File: src/rtl/fxp_square_if.sv
// Request/result bundle for the iterative fixed-point squarer.
// The requester drives start/in and watches the result side.
interface fxp_square_if #(
    parameter int WIDTH = 26,
    parameter int SHW   = 6
);
    logic             start;
    logic [WIDTH-1:0] in;
    logic             busy;
    logic             done;
    logic [WIDTH-1:0] out;
    logic             sticky;
    logic [SHW-1:0]   norm_shift;
    logic             zero;

    modport master (
        output start,
        output in,
        input  busy,
        input  done,
        input  out,
        input  sticky,
        input  norm_shift,
        input  zero
    );

    modport slave (
        input  start,
        input  in,
        output busy,
        output done,
        output out,
        output sticky,
        output norm_shift,
        output zero
    );
endinterface

File: src/rtl/fxp_square.sv
// Iterative fixed-point squarer: shift-add the exact 2*WIDTH-bit square of a 0.xxx
// fraction, then normalise it so the MSB is set and report top bits plus sticky.
module fxp_square #(
    parameter int WIDTH = 26,
    parameter int BPC   = 2,
    parameter int SHW   = 6
) (
    input  logic          clk,
    input  logic          rst,
    fxp_square_if.slave   sq
);
    localparam int ITER = WIDTH / BPC;
    localparam int PW   = 2 * WIDTH;
    localparam int CW   = $clog2(ITER + 1);
    localparam int SW   = $clog2(PW);

    typedef enum logic [1:0] {IDLE, MUL, NORM, DONE} state_t;

    state_t           state;
    state_t           state_next;
    logic             accept;
    logic             busy;
    logic             done;

    logic [WIDTH-1:0] mcand;
    logic [WIDTH-1:0] mplier;
    logic [PW-1:0]    acc;
    logic [CW-1:0]    cnt;

    logic [PW-1:0]    mcand_ext;
    logic [PW-1:0]    digit_ext;
    logic [SW-1:0]    shamt;
    logic [PW-1:0]    addend;
    logic [SHW-1:0]   lzc;
    logic [PW-1:0]    norm;

    logic [WIDTH-1:0] out_r;
    logic             sticky_r;
    logic [SHW-1:0]   norm_shift_r;
    logic             zero_r;

    always_ff @(posedge clk) begin
        if (rst) begin
            state <= IDLE;
        end else begin
            state <= state_next;
        end
    end

    // Start is honoured in DONE as well as IDLE so results can stream back to back.
    always_comb begin
        state_next = state;
        accept     = 1'b0;
        busy       = 1'b0;
        done       = 1'b0;
        case (state)
            IDLE: begin
                if (sq.start) begin
                    accept     = 1'b1;
                    state_next = MUL;
                end
            end
            MUL: begin
                busy = 1'b1;
                if (cnt == CW'(ITER - 1)) begin
                    state_next = NORM;
                end
            end
            NORM: begin
                busy       = 1'b1;
                state_next = DONE;
            end
            DONE: begin
                done = 1'b1;
                if (sq.start) begin
                    accept     = 1'b1;
                    state_next = MUL;
                end else begin
                    state_next = IDLE;
                end
            end
            default: state_next = IDLE;
        endcase
    end

    always_comb begin
        mcand_ext = {{WIDTH{1'b0}}, mcand};
        digit_ext = {{(PW - BPC){1'b0}}, mplier[BPC-1:0]};
        shamt     = SW'(cnt) * SW'(BPC);
        addend    = (mcand_ext * digit_ext) << shamt;
    end

    // Highest set bit wins; an all-zero accumulator leaves the shift at zero.
    always_comb begin
        lzc = '0;
        for (int i = 0; i < PW; i++) begin
            if (acc[i]) begin
                lzc = SHW'(PW - 1 - i);
            end
        end
        norm = acc << lzc;
    end

    always_ff @(posedge clk) begin
        if (rst) begin
            mcand        <= '0;
            mplier       <= '0;
            acc          <= '0;
            cnt          <= '0;
            out_r        <= '0;
            sticky_r     <= 1'b0;
            norm_shift_r <= '0;
            zero_r       <= 1'b0;
        end else begin
            if (accept) begin
                mcand  <= sq.in;
                mplier <= sq.in;
                acc    <= '0;
                cnt    <= '0;
            end else if (state == MUL) begin
                acc    <= acc + addend;
                mplier <= mplier >> BPC;
                cnt    <= cnt + CW'(1);
            end
            if (state == NORM) begin
                out_r        <= norm[PW-1:WIDTH];
                sticky_r     <= |norm[WIDTH-1:0];
                norm_shift_r <= lzc;
                zero_r       <= (acc == '0);
            end
        end
    end

    assign sq.busy       = busy;
    assign sq.done       = done;
    assign sq.out        = out_r;
    assign sq.sticky     = sticky_r;
    assign sq.norm_shift = norm_shift_r;
    assign sq.zero       = zero_r;
endmodule

File: src/flat_wrapper.sv
// flat-port wrapper written by rule: the top's interface ports become plain ports
module fxp_square_flat 
#(
    parameter int WIDTH = 26,
    parameter int BPC   = 2,
    parameter int SHW   = 6
)
  (clk, rst, sq_start, sq_in, sq_busy, sq_done, sq_out, sq_sticky, sq_norm_shift, sq_zero);
  fxp_square_if #(.WIDTH(WIDTH), .SHW(SHW)) sq_i ();
  input  logic clk;
  input  logic rst;
  input wire logic [$bits(sq_i.start)-1:0] sq_start;
  input wire logic [$bits(sq_i.in)-1:0] sq_in;
  output wire logic [$bits(sq_i.busy)-1:0] sq_busy;
  output wire logic [$bits(sq_i.done)-1:0] sq_done;
  output wire logic [$bits(sq_i.out)-1:0] sq_out;
  output wire logic [$bits(sq_i.sticky)-1:0] sq_sticky;
  output wire logic [$bits(sq_i.norm_shift)-1:0] sq_norm_shift;
  output wire logic [$bits(sq_i.zero)-1:0] sq_zero;
  assign sq_i.start = sq_start;
  assign sq_i.in = sq_in;
  assign sq_busy = sq_i.busy;
  assign sq_done = sq_i.done;
  assign sq_out = sq_i.out;
  assign sq_sticky = sq_i.sticky;
  assign sq_norm_shift = sq_i.norm_shift;
  assign sq_zero = sq_i.zero;
  fxp_square #(.WIDTH(WIDTH), .BPC(BPC), .SHW(SHW)) u_core (.clk(clk), .rst(rst), .sq(sq_i));
endmodule
File: config.mk
export PLATFORM = sky130hd
export DESIGN_NAME = fxp_square_flat
export DESIGN_NICKNAME = d
export VERILOG_FILES = /design/src/rtl/fxp_square_if.sv /design/src/rtl/fxp_square.sv /design/src/flat_wrapper.sv
export SDC_FILE = /design/constraint.sdc
export NUM_CORES = 1
export LEC_CHECK = 0
export CAP_MARGIN = 20
export CORE_ASPECT_RATIO = 1.5
export CORE_MARGIN = 3
export CORE_UTILIZATION = 55
export DETAILED_ROUTE_END_ITERATION = 7
export GPL_TIMING_DRIVEN = 0
export PLACE_DENSITY = 0.71
export SYNTH_ARGS = -nofsm -noshare
export SYNTH_HDL_FRONTEND = slang
export SYNTH_SLANG_ARGS = --single-unit
File: constraint.sdc
create_clock -name clk -period 7.8 [get_ports clk]
set_input_delay 1.56 -clock clk [delete_from_list [all_inputs] [get_ports clk]]
set_output_delay 1.56 -clock clk [all_outputs]
set_load 0.005 [all_outputs]
==> results of run 1 <==
## cell usage in the layout, fill, tap and decap left out, types with 19 or more instances in the layout
| master | netlist | layout |
|---|---|---|
| a21o_1 | 40 | 40 |
| a21oi_1 | 181 | 180 |
| and2_1 | 59 | 59 |
| clkbuf_1 | 80 | 77 |
| clkdlybuf4s50_1 | 0 | 64 |
| dfxtp_1 | 144 | 143 |
| ha_1 | 83 | 83 |
| inv_1 | 30 | 30 |
| mux2_2 | 45 | 45 |
| mux2i_1 | 216 | 216 |
| nand2_1 | 182 | 182 |
| nand2b_1 | 19 | 19 |
| nand3_1 | 39 | 39 |
| nor2_1 | 196 | 196 |
| nor3_1 | 34 | 34 |
| nor4_1 | 24 | 24 |
| o21a_1 | 21 | 21 |
| o21ai_0 | 53 | 53 |
| o21ai_1 | 20 | 20 |
| o22ai_1 | 21 | 21 |
| xnor2_1 | 39 | 39 |
| xor2_1 | 29 | 28 |
## registers in the layout, summed over array words and instances, names as in the netlist
register / count
u_core.sq.sticky: 1
u_core.sq.out: 26
u_core.sq.norm_shift: 6
u_core.mplier: 26
u_core.sq.zero: 1
u_core.state: 2
u_core.cnt: 4
u_core.acc: 52
u_core.mcand: 26
## final cells by class
| cell class | instances | area (µm²) |
|---|---|---|
| Fill cell | 2342 | 9324 |
| Inverter | 34 | 127.6 |
| Sequential cell | 144 | 2884 |
| Antenna cell | 1 | 2.502 |
| Clock buffer | 17 | 425.4 |
| Clock inverter | 15 | 182.7 |
| Timing Repair Buffer | 64 | 640.6 |
| Tap cell | 328 | 410.4 |
| Buffer | 114 | 511.7 |
| Multi-Input combinational cell | 1554 | 10720 |
## worst max-delay path, cell delays in order (launching register included)
cell and delay [ps]:
dfxtp_1 340, clkbuf_2 220, and2_1 210, ha_1 220, fa_1 500, a211o_1 360, a21oi_2 210, o311ai_1 180
a41o_1 370, o211ai_1 230, a21oi_1 160, or4_1 480, o211ai_1 140, o21ai_0 150, o21ai_1 390, mux2i_1 230
ha_1 450, nand4_1 170, a2111oi_0 430, a21oi_1 180, a2111o_1 470, and4_1 200, o31ai_2 320, a31oi_1 150
xor2_1 180, nand2_1 100, xor2_1 180, nor2_1 50
## power breakdown
| group | switching [mW] | internal (mW) | leakage, nW |
|---|---|---|---|
| Combinational | 1.95 | 1.13 | 5.71 |
| Clock | 0.427 | 0.435 | 0.293 |
| Sequential | 0.109 | 0.842 | 1.17 |
## layer usage
| layer | wire length [µm] | GRT usage [%] | vias to the layer above |
|---|---|---|---|
| met5 | 0 | 0 | - |
| met4 | 6055 | 34.88 | 0 |
| met2 | 27650 | 69.51 | 736 |
| met3 | 3021 | 6.296 | 326 |
| met1 | 18270 | 37.75 | 7153 |
| li1 | - | - | 6942 |
## stage by stage
stage | TNS, ps | setup WS, ps | total power, mW | util, % | instances
finish | 0 | 376.8 | 4.892 | 63.04 | 2271
global route | 0 | 49.70 | 5.065 | 63.03 | 2270
CTS | 0 | 95.13 | 4.797 | 62.84 | 2270
detailed placement | -54.36 | -54.36 | 3.931 | 60.43 | 2238
global placement | 0 | 74.17 | 3.920 | 60.43 | 2238
floorplan | 0 | 1565 | 3.035 | - | 1846
## cell families (layout without fill, tap and decap cells)
group	count (synthesis)	after routing	share of synthesized area, %
AND/OR/NAND/NOR	630	630	20.86
AO/OA/AOI/OAI	508	508	23.45
multiplexers	263	263	19.12
buffers and inverters	148	244	4.478
flip-flops	144	144	20.31
adder cells (fa/ha/maj)	85	85	7.598
XOR/XNOR	68	68	4.196
other	0	1	0
## worst min path at each step
stage | start | to | slack [ps] | cells after the start
CTS | u_core.sq.out[1] | u_core.sq.out[1] | 460 | 2
detailed placement | u_core.sq.out[1] | u_core.sq.out[1] | 450 | 2
finish | u_core.sq.out[1] | u_core.sq.out[1] | 450 | 2
global route | u_core.sq.out[5] | u_core.sq.out[5] | 470 | 2
floorplan | u_core.mplier[24] | u_core.mplier[24] | 430 | 2
global placement | u_core.sq.out[0] | u_core.sq.out[0] | 440 | 2
## timing repair
| item | CTS | global route |
|---|---|---|
| setup endpoints to repair | 1 | 7 |
| hold buffers | 0 | 0 |
| gates resized for setup | 1 | 15 |
==> run summary, run 1 <==
Status = finished clean
Largest net degree at the start of global routing = 19
Reg2reg path depth = 27
Commonest cells in the netlist = mux2i_1, nor2_1, nand2_1, a21oi_1, dfxtp_1
Fin. Hold Viols = 0
HP Class = reg -> reg
Fmax = 134.7 MHz
Final min period = 7423 ps
Die H = 202.8 µm
Synth top area cells = dfxtp_1, mux2i_1, ha_1
TritonCTS clock tree = yes
Worst-skew pair later-pin latency = 450 ps
Lkg Pwr = 7.174 nW
Starting utilization of the core area = 56.26%
Clk root buf = clkbuf_16
R2R setup slack = 380 ps
Worst reg2reg startpoint = u_core.mplier[0]
Routed WL = 55000 µm
Vias in the first global route = 14990
DP HPWL = 44110 µm
PD cells = 307.6 nW/µm²
R2r endpoint = u_core.acc[51]
Cell Area, Placed = 15250 µm²
Total number of yosys warnings = 0
GP Congestion = 1.041
Crit Path Class = reg -> reg
Setup violations, final = 0
Ports = 65
Synthesized Nets = 1960
First-pass GRT wire length = 83030 µm
Post-synth ARST share = 0%
DR iter-0 viols = 1156
Vias per cell = 6.674
Placement Rows = 71
Post-synth top area share = 20.31%
Core area = 25230 µm²
Clk slew on worst S/H paths = 80 ps
Worst vdd ir = 0.0002178 V
Synth Cell Area = 14190 µm²
Cell area after layout = 15910 µm²
Num CTS Buffers = 17
Tcrit/Tclk final = 95.17%
Final Hold Slack = 450.7 ps
Setup crit end = u_core.acc[51]
Max-slew violation count = 0
Req. time, crit path = 8120 ps
Post-CTS setup buffers = 0
Maxcap violations = 0
Wire length per cell = 24.22 µm
Die area = 27810 µm²
Sequential share of the synthesized area = 20.31%
Detailed Routing Iterations Pass 1 = 8
Antenna-violating nets left = 0
Main synth FF type = dfxtp_1
CP Launch Type = register
Clock buffer depth = 2
DR DRC count = 0
Crit Path Max Fanout = 10
Seq cells post-synth = 144
Setup Skew = 11.89 ps
Total gr overflow = 0
Largest area contributor in the netlist = dfxtp_1
Gr usage total = 39.06%
Initial antenna violation count = 0
Netlist cell types = 85
CP Data Arrival Time = 7740 ps
Vias = 15160
Area Overhead vs Synth = 12.05%
EDFF count, synth = 0
Die X = 137.2 µm
Ratio of cells with drive above 1 in the final layout = 6.540%
Worst Max-Slew Pin Slew = 908.0 ps
H-tree levels = 4
I/O Buffers = 64
Most frequent cell after synthesis = mux2i_1
Sink Count = 144
Nets = 2043
Post-synthesis cell count = 1846
CP Launch Point = u_core.mplier[0]
RSZ-0062 raised after global routing = no
Syn_area_per_cell = 7.690 µm²
CP endpoint kind = register
Worst slew margin = 37.90%
Note: power is estimated with default switching activity, not from simulation.
==> run 2, diff against run 1 <==
--- a/config.mk
+++ b/config.mk
@@ -5,13 +5,13 @@
 export SDC_FILE = /design/constraint.sdc
 export NUM_CORES = 1
 export LEC_CHECK = 0
-export CAP_MARGIN = 20
+export CAP_MARGIN = 5
 export CORE_ASPECT_RATIO = 1.5
 export CORE_MARGIN = 3
 export CORE_UTILIZATION = 55
 export DETAILED_ROUTE_END_ITERATION = 7
 export GPL_TIMING_DRIVEN = 0
-export PLACE_DENSITY = 0.71
+export PLACE_DENSITY = 0.74
 export SYNTH_ARGS = -nofsm -noshare
 export SYNTH_HDL_FRONTEND = slang
 export SYNTH_SLANG_ARGS = --single-unit
==> run 2 against run 1 <==
Clock power rose by 3.0%. Count of clock-buffer cells in the layout unchanged. Fmax decreased by 0.69%. Die area unchanged. Core utilization up 0.060 points. Sequential power barely moved. Non-clock buffer count unchanged. Critical path depth rose by 1.
==> run summary, run 2 (synthesis gave the netlist of run 1 again) <==
Fill cells = 2342
Crit Path Class = reg -> reg
Most flop-heavy register = u_core.acc
R2r endpoint = u_core.acc[51]
Gr usage total = 38.61%
Vias per cell = 6.597
Ratio of cells with drive above 1 in the final layout = 6.488%
Maxcap violations = 0
Num CTS Buffers = 17
Die H = 202.8 µm
Hold path startpoint = u_core.sq.out[2]
Antenna-violating nets left = 0
Worst reg2reg startpoint = u_core.mplier[0]
Hold EP = u_core.sq.out[2]
Status = finished clean
Req. time, crit path = 8130 ps
Placement Rows = 71
First-pass GRT wire length = 81950 µm
Starting utilization of the core area = 56.26%
Most frequent cells in the layout = mux2i_1, nor2_1, nand2_1, a21oi_1, dfxtp_1
CP Data Arrival Time = 7810 ps
Vias in the first global route = 14860
Most common cell after layout, fill and taps aside = mux2i_1
Worst vdd ir = 0.0002449 V
Clk slew on worst S/H paths = 70 ps
Largest net degree at the start of global routing = 20
H-tree levels = 4
Crit-path max cell delay = 710 ps
Tcrit/Tclk final = 95.83%
I/O Buffers = 64
HP Class = reg -> reg
Slowest CP cell = a2111oi_0
Vias = 14980
Core area = 25230 µm²
Fmax = 133.8 MHz
Wire length per cell = 24.07 µm
Die area = 27810 µm²
Max-slew violation count = 0
Die X = 137.2 µm
Max reg flops = 52
Hold_buf cts = 0
Worst Max-Slew Pin Slew = 980.3 ps
Detailed Routing Iterations Pass 1 = 8
Post-CTS setup buffers = 0
PD cells = 306.2 nW/µm²
Clock buffer depth = 2
Initial antenna violation count = 0
DP HPWL = 43930 µm
TritonCTS clock tree = yes
CP Launch Type = register
Nets = 2043
Final min period = 7475 ps
Finished Core Util = 63.10%
RSZ-0062 raised after global routing = yes
Ports = 65
Clk root buf = clkbuf_16
Final Hold Slack = 452.5 ps
CP endpoint kind = register
DR DRC count = 0
Reg2reg path depth = 28
Hold depth = 2
Area Overhead vs Synth = 12.16%
Routed WL = 54650 µm
Setup violations, final = 0
Worst-skew pair later-pin latency = 470 ps
Total gr overflow = 0
Worst slew margin = 34.64%
Setup Skew = 15.83 ps
R2R setup slack = 320 ps
Fin. Hold Viols = 0
DR iter-0 viols = 1187
# diodes = 0
Crit Path Max Fanout = 10
GP Congestion = 1.070
Lkg Pwr = 7.183 nW
Sink Count = 144
==> run 2: cell types whose count changed in the layout (fill, tap and decap cells not counted), sizes merged <==
| cell | delta |
|---|---|
| clkinvlp | -1 |
| inv | +1 |
| diode | -1 |
==> run 2: worst max path at each step <==
| stage | startpoint | cells past startpoint | to |
|---|---|---|---|
| floorplan | u_core.mplier[0] | 28 | u_core.acc[51] |
| global placement | u_core.mplier[0] | 29 | u_core.acc[51] |
| detailed placement | u_core.mplier[0] | 29 | u_core.acc[51] |
| CTS | u_core.mplier[0] | 29 | u_core.acc[51] |
| global route | u_core.mplier[0] | 27 | u_core.acc[51] |
| finish | u_core.mplier[0] | 28 | u_core.acc[51] |
==> run 2: cell type report <==
| class | count | area (µm²) | area share [%] |
|---|---|---|---|
| plain buffers | 114 | 511.7 | 3.214 |
| clock buffers | 17 | 425.4 | 2.672 |
| clock inverters | 15 | 206.4 | 1.297 |
| inverters | 34 | 127.6 | 0.8016 |
| multi-input cells | 1554 | 10710 | 67.30 |
| flip-flops and latches | 144 | 2884 | 18.12 |
| well taps | 328 | 410.4 | 2.578 |
| repair buffers | 64 | 640.6 | 4.024 |
==> run 2: report_power, final <==
| part | switching (mW) | internal [mW] | leakage [nW] | total, mW |
|---|---|---|---|---|
| combinational | 1.91 | 1.13 | 5.71 | 3.04 |
| clock | 0.445 | 0.443 | 0.304 | 0.888 |
| sequential | 0.106 | 0.842 | 1.17 | 0.948 |
==> run 2: per-layer routing <==
metal,up-vias,share of wire (%),global-route usage [%]
li1,6913,-,-
met1,7036,33,36.90
met2,702,49,68.44
met3,325,5.8,6.569
met4,0,11,35.49
met5,-,0,0
==> run 2: per-stage QoR <==
step	setup TNS (ps)	cells	cell area (µm²)	power (mW)	setup slack (ps)
CTS	0	2270	15890	4.794	60.02
detailed placement	-370.8	2238	15250	3.912	-338.2
global placement	-235.3	2238	15250	3.897	-235.3
global route	-71.32	2270	15920	5.058	-62.74
finish	0	2270	15920	4.876	324.9
floorplan	0	1846	14190	3.035	1565
==> run 2: timing repair <==
action | 4_1_cts | 5_1_grt
resized for setup | 3 | 12
cloned | 0 | 0
endpoints found under the setup margin | 3 | 7
==> run 2: worst max-delay path, delay by kind of cell, from the launching register on <==
family | cells | cell delay, ps
buffers and inverters | 1 | 210
AND/OR/NAND/NOR | 7 | 1040
flip-flops | 1 | 340
multiplexers | 2 | 520
adder cells (fa/ha/maj) | 3 | 1050
XOR/XNOR | 3 | 590
AO/OA/AOI/OAI | 12 | 3560
==> run 3, diff against run 2 <==
--- a/config.mk
+++ b/config.mk
@@ -7,11 +7,11 @@
 export LEC_CHECK = 0
 export CAP_MARGIN = 5
 export CORE_ASPECT_RATIO = 1.5
-export CORE_MARGIN = 3
 export CORE_UTILIZATION = 55
 export DETAILED_ROUTE_END_ITERATION = 7
 export GPL_TIMING_DRIVEN = 0
 export PLACE_DENSITY = 0.74
+export SLEW_MARGIN = 0
 export SYNTH_ARGS = -nofsm -noshare
 export SYNTH_HDL_FRONTEND = slang
 export SYNTH_SLANG_ARGS = --single-unit
==> run 3 against run 2 <==
First-iteration DRC count shrank 12%. Largest power group unchanged. Worst hold slack gained 1.3 ps. Die area shrank 4.8%. Via count grew 0.61%. Core utilization is essentially flat. Routed wire length grew 3.1%. Global-route usage grew 4.2 points. Design area is essentially flat. Non-clock buffer count shrank 1. Worst setup slack lost 33 ps. Critical endpoint unchanged. Sequential share of layout area is essentially flat. Critical path type unchanged.
==> run summary, run 3 (synthesis gave the netlist of run 1 again) <==
Num CTS Buffers = 17
Sink Count = 144
Area Overhead vs Synth = 12.13%
CP Data Arrival Time = 7850 ps
Crit Path Max Fanout = 10
Tot Pwr = 5.008 mW
TritonCTS clock tree = yes
Gr usage total = 42.86%
Clk root buf = clkbuf_16
Vias in the first global route = 15150
Tcrit/Tclk final = 96.25%
Most frequent cells in the layout = mux2i_1, nor2_1, nand2_1, a21oi_1, dfxtp_1
First-pass GRT wire length = 84860 µm
DR DRC count = 0
HP Class = reg -> reg
Vias per cell = 6.637
Clock network fraction of design power = 17.8%
Setup Skew = 12.89 ps
Routed WL = 56370 µm
DP HPWL = 44600 µm
Worst Max-Slew Pin Slew = 1136 ps
Sequential share of power = 19.0%
Placement Rows = 71
Int Pwr = 2.455 mW
Vias = 15070
Initial antenna violation count = 1
Worst slew margin = 23.60%
H-tree levels = 4
Post-CTS setup buffers = 0
Fmax = 133.2 MHz
DR iter-0 viols = 1042
Most common cell after layout, fill and taps aside = mux2i_1
Ports = 65
CP Launch Type = register
Lkg Pwr = 7.180 nW
RSZ-0062 raised after global routing = yes
PD cells = 314.6 nW/µm²
Clock buffer depth = 2
I/O Buffers = 64
Worst vdd ir = 0.0002704 V
Setup violations, final = 0
Crit Path Class = reg -> reg
Max reg flops = 52
Die X = 133.2 µm
Detailed Routing Iterations Pass 1 = 7
Most flop-heavy register = u_core.acc
Dpl ws = -193.6 ps
Wire length per cell = 24.83 µm
Starting utilization of the core area = 56.26%
Antenna-violating nets left = 0
Nets = 2042
Largest net degree at the start of global routing = 17
Comb pwr share = 63.2%
Setup ws final = 292.1 ps
Final min period = 7508 ps
Maxcap violations = 0
NetSw = 2.553 mW
Core area = 25230 µm²
Req. time, crit path = 8140 ps
Clk slew on worst S/H paths = 70 ps
CP endpoint kind = register
Sw frac = 50.98%
Cell Area, Placed = 15250 µm²
Max-slew violation count = 0
Die area = 26470 µm²
Die H = 198.8 µm
Worst-skew pair later-pin latency = 470 ps
Fin. Hold Viols = 0
Total gr overflow = 0
Cell area after layout = 15920 µm²
GP Congestion = 1.085
Status = finished clean
Ratio of cells with drive above 1 in the final layout = 6.646%
[run 3: changes by cell type in the layout (fill, tap and decap cells not counted), moves of 2 or more]
| cell | previous run | this run |
|---|---|---|
| inv_8 | 3 | 5 |
| clkinvlp_4 | 0 | 2 |
| xor2_2 | 0 | 2 |
| bufinv_16 | 0 | 2 |
| xor2_1 | 29 | 27 |
| clkinv_8 | 7 | 1 |
| inv_12 | 2 | 0 |
[run 3: repair_timing]
action / CTS / global route
gates resized for setup: 2 / 16
endpoints found under the setup margin: 1 / 7
pin swaps: 0 / 1
hold buffers: 0 / 0
[run 3: final cells by class]
cell class / count / area (µm²)
diodes: 1 / 2.502
well taps: 328 / 410.4
plain buffers: 113 / 508.0
clock buffers: 17 / 425.4
inverters: 34 / 127.6
fillers: 2323 / 9313
clock inverters: 15 / 187.7
flip-flops and latches: 144 / 2884
multi-input cells: 1554 / 10730
repair buffers: 64 / 640.6
[run 3: path summary, 6_finish.rpt]
check,startpoint,end,slack (ps),cells past startpoint
max,u_core.mplier[0],u_core.acc[51],290,27
min,u_core.sq.out[1],u_core.sq.out[1],450,2
max reg2reg,u_core.mplier[0],u_core.acc[51],290,27
min reg2reg,u_core.sq.out[1],u_core.sq.out[1],450,2
[run 3: layer usage]
layer	wire length, µm	up-vias	GRT usage (%)
met1	18180	7080	38.13
met2	28400	754	78.36
met4	5960	0	42.38
met3	3830	315	9.862
met5	0	-	0
li1	-	6918	-
[run 3: power groups by stage]
stage | Combinational (mW) | Sequential [mW] | Clock (mW)
finish | 3.16 | 0.951 | 0.894
CTS | 3.05 | 0.945 | 0.889
floorplan | 2.12 | 0.916 | 0
global route | 3.29 | 0.960 | 0.925
detailed placement | 3.03 | 0.961 | 0
global placement | 3.03 | 0.955 | 0
[run 3: critical path, cell delays in order, from the launching register on]
cell and delay (ps):
dfxtp_1 340, clkbuf_2 230, and2_1 210, ha_1 230, fa_1 490, a211o_1 360, a21oi_2 210, o311ai_1 180
a41o_1 370, a21bo_1 240, a2111oi_0 620, o41ai_1 150, a21bo_2 260, o21ai_1 110, o2bb2ai_1 180, ha_1 390
a21o_1 210, a2111oi_0 700, a2111oi_1 200, a21oi_1 320, a2111o_1 230, and4_1 230, o31ai_2 120, a31oi_1 230
xor2_1 170, nand2_1 140, xor2_1 190, nor2_1 50
[run 3: per-stage QoR]
| stage | std cells | hold WS [ps] | setup TNS [ps] | util [%] |
|---|---|---|---|---|
| after floorplan | 1846 | 432.9 | 0 | - |
| after global placement | 2238 | 435.6 | 0 | 60.43 |
| after detailed placement | 2238 | 445.2 | -193.6 | 60.43 |
| after CTS | 2270 | 453.9 | 0 | 62.88 |
| after global routing | 2270 | 480.5 | -23.04 | 63.09 |
| final | 2270 | 453.8 | 0 | 63.09 |
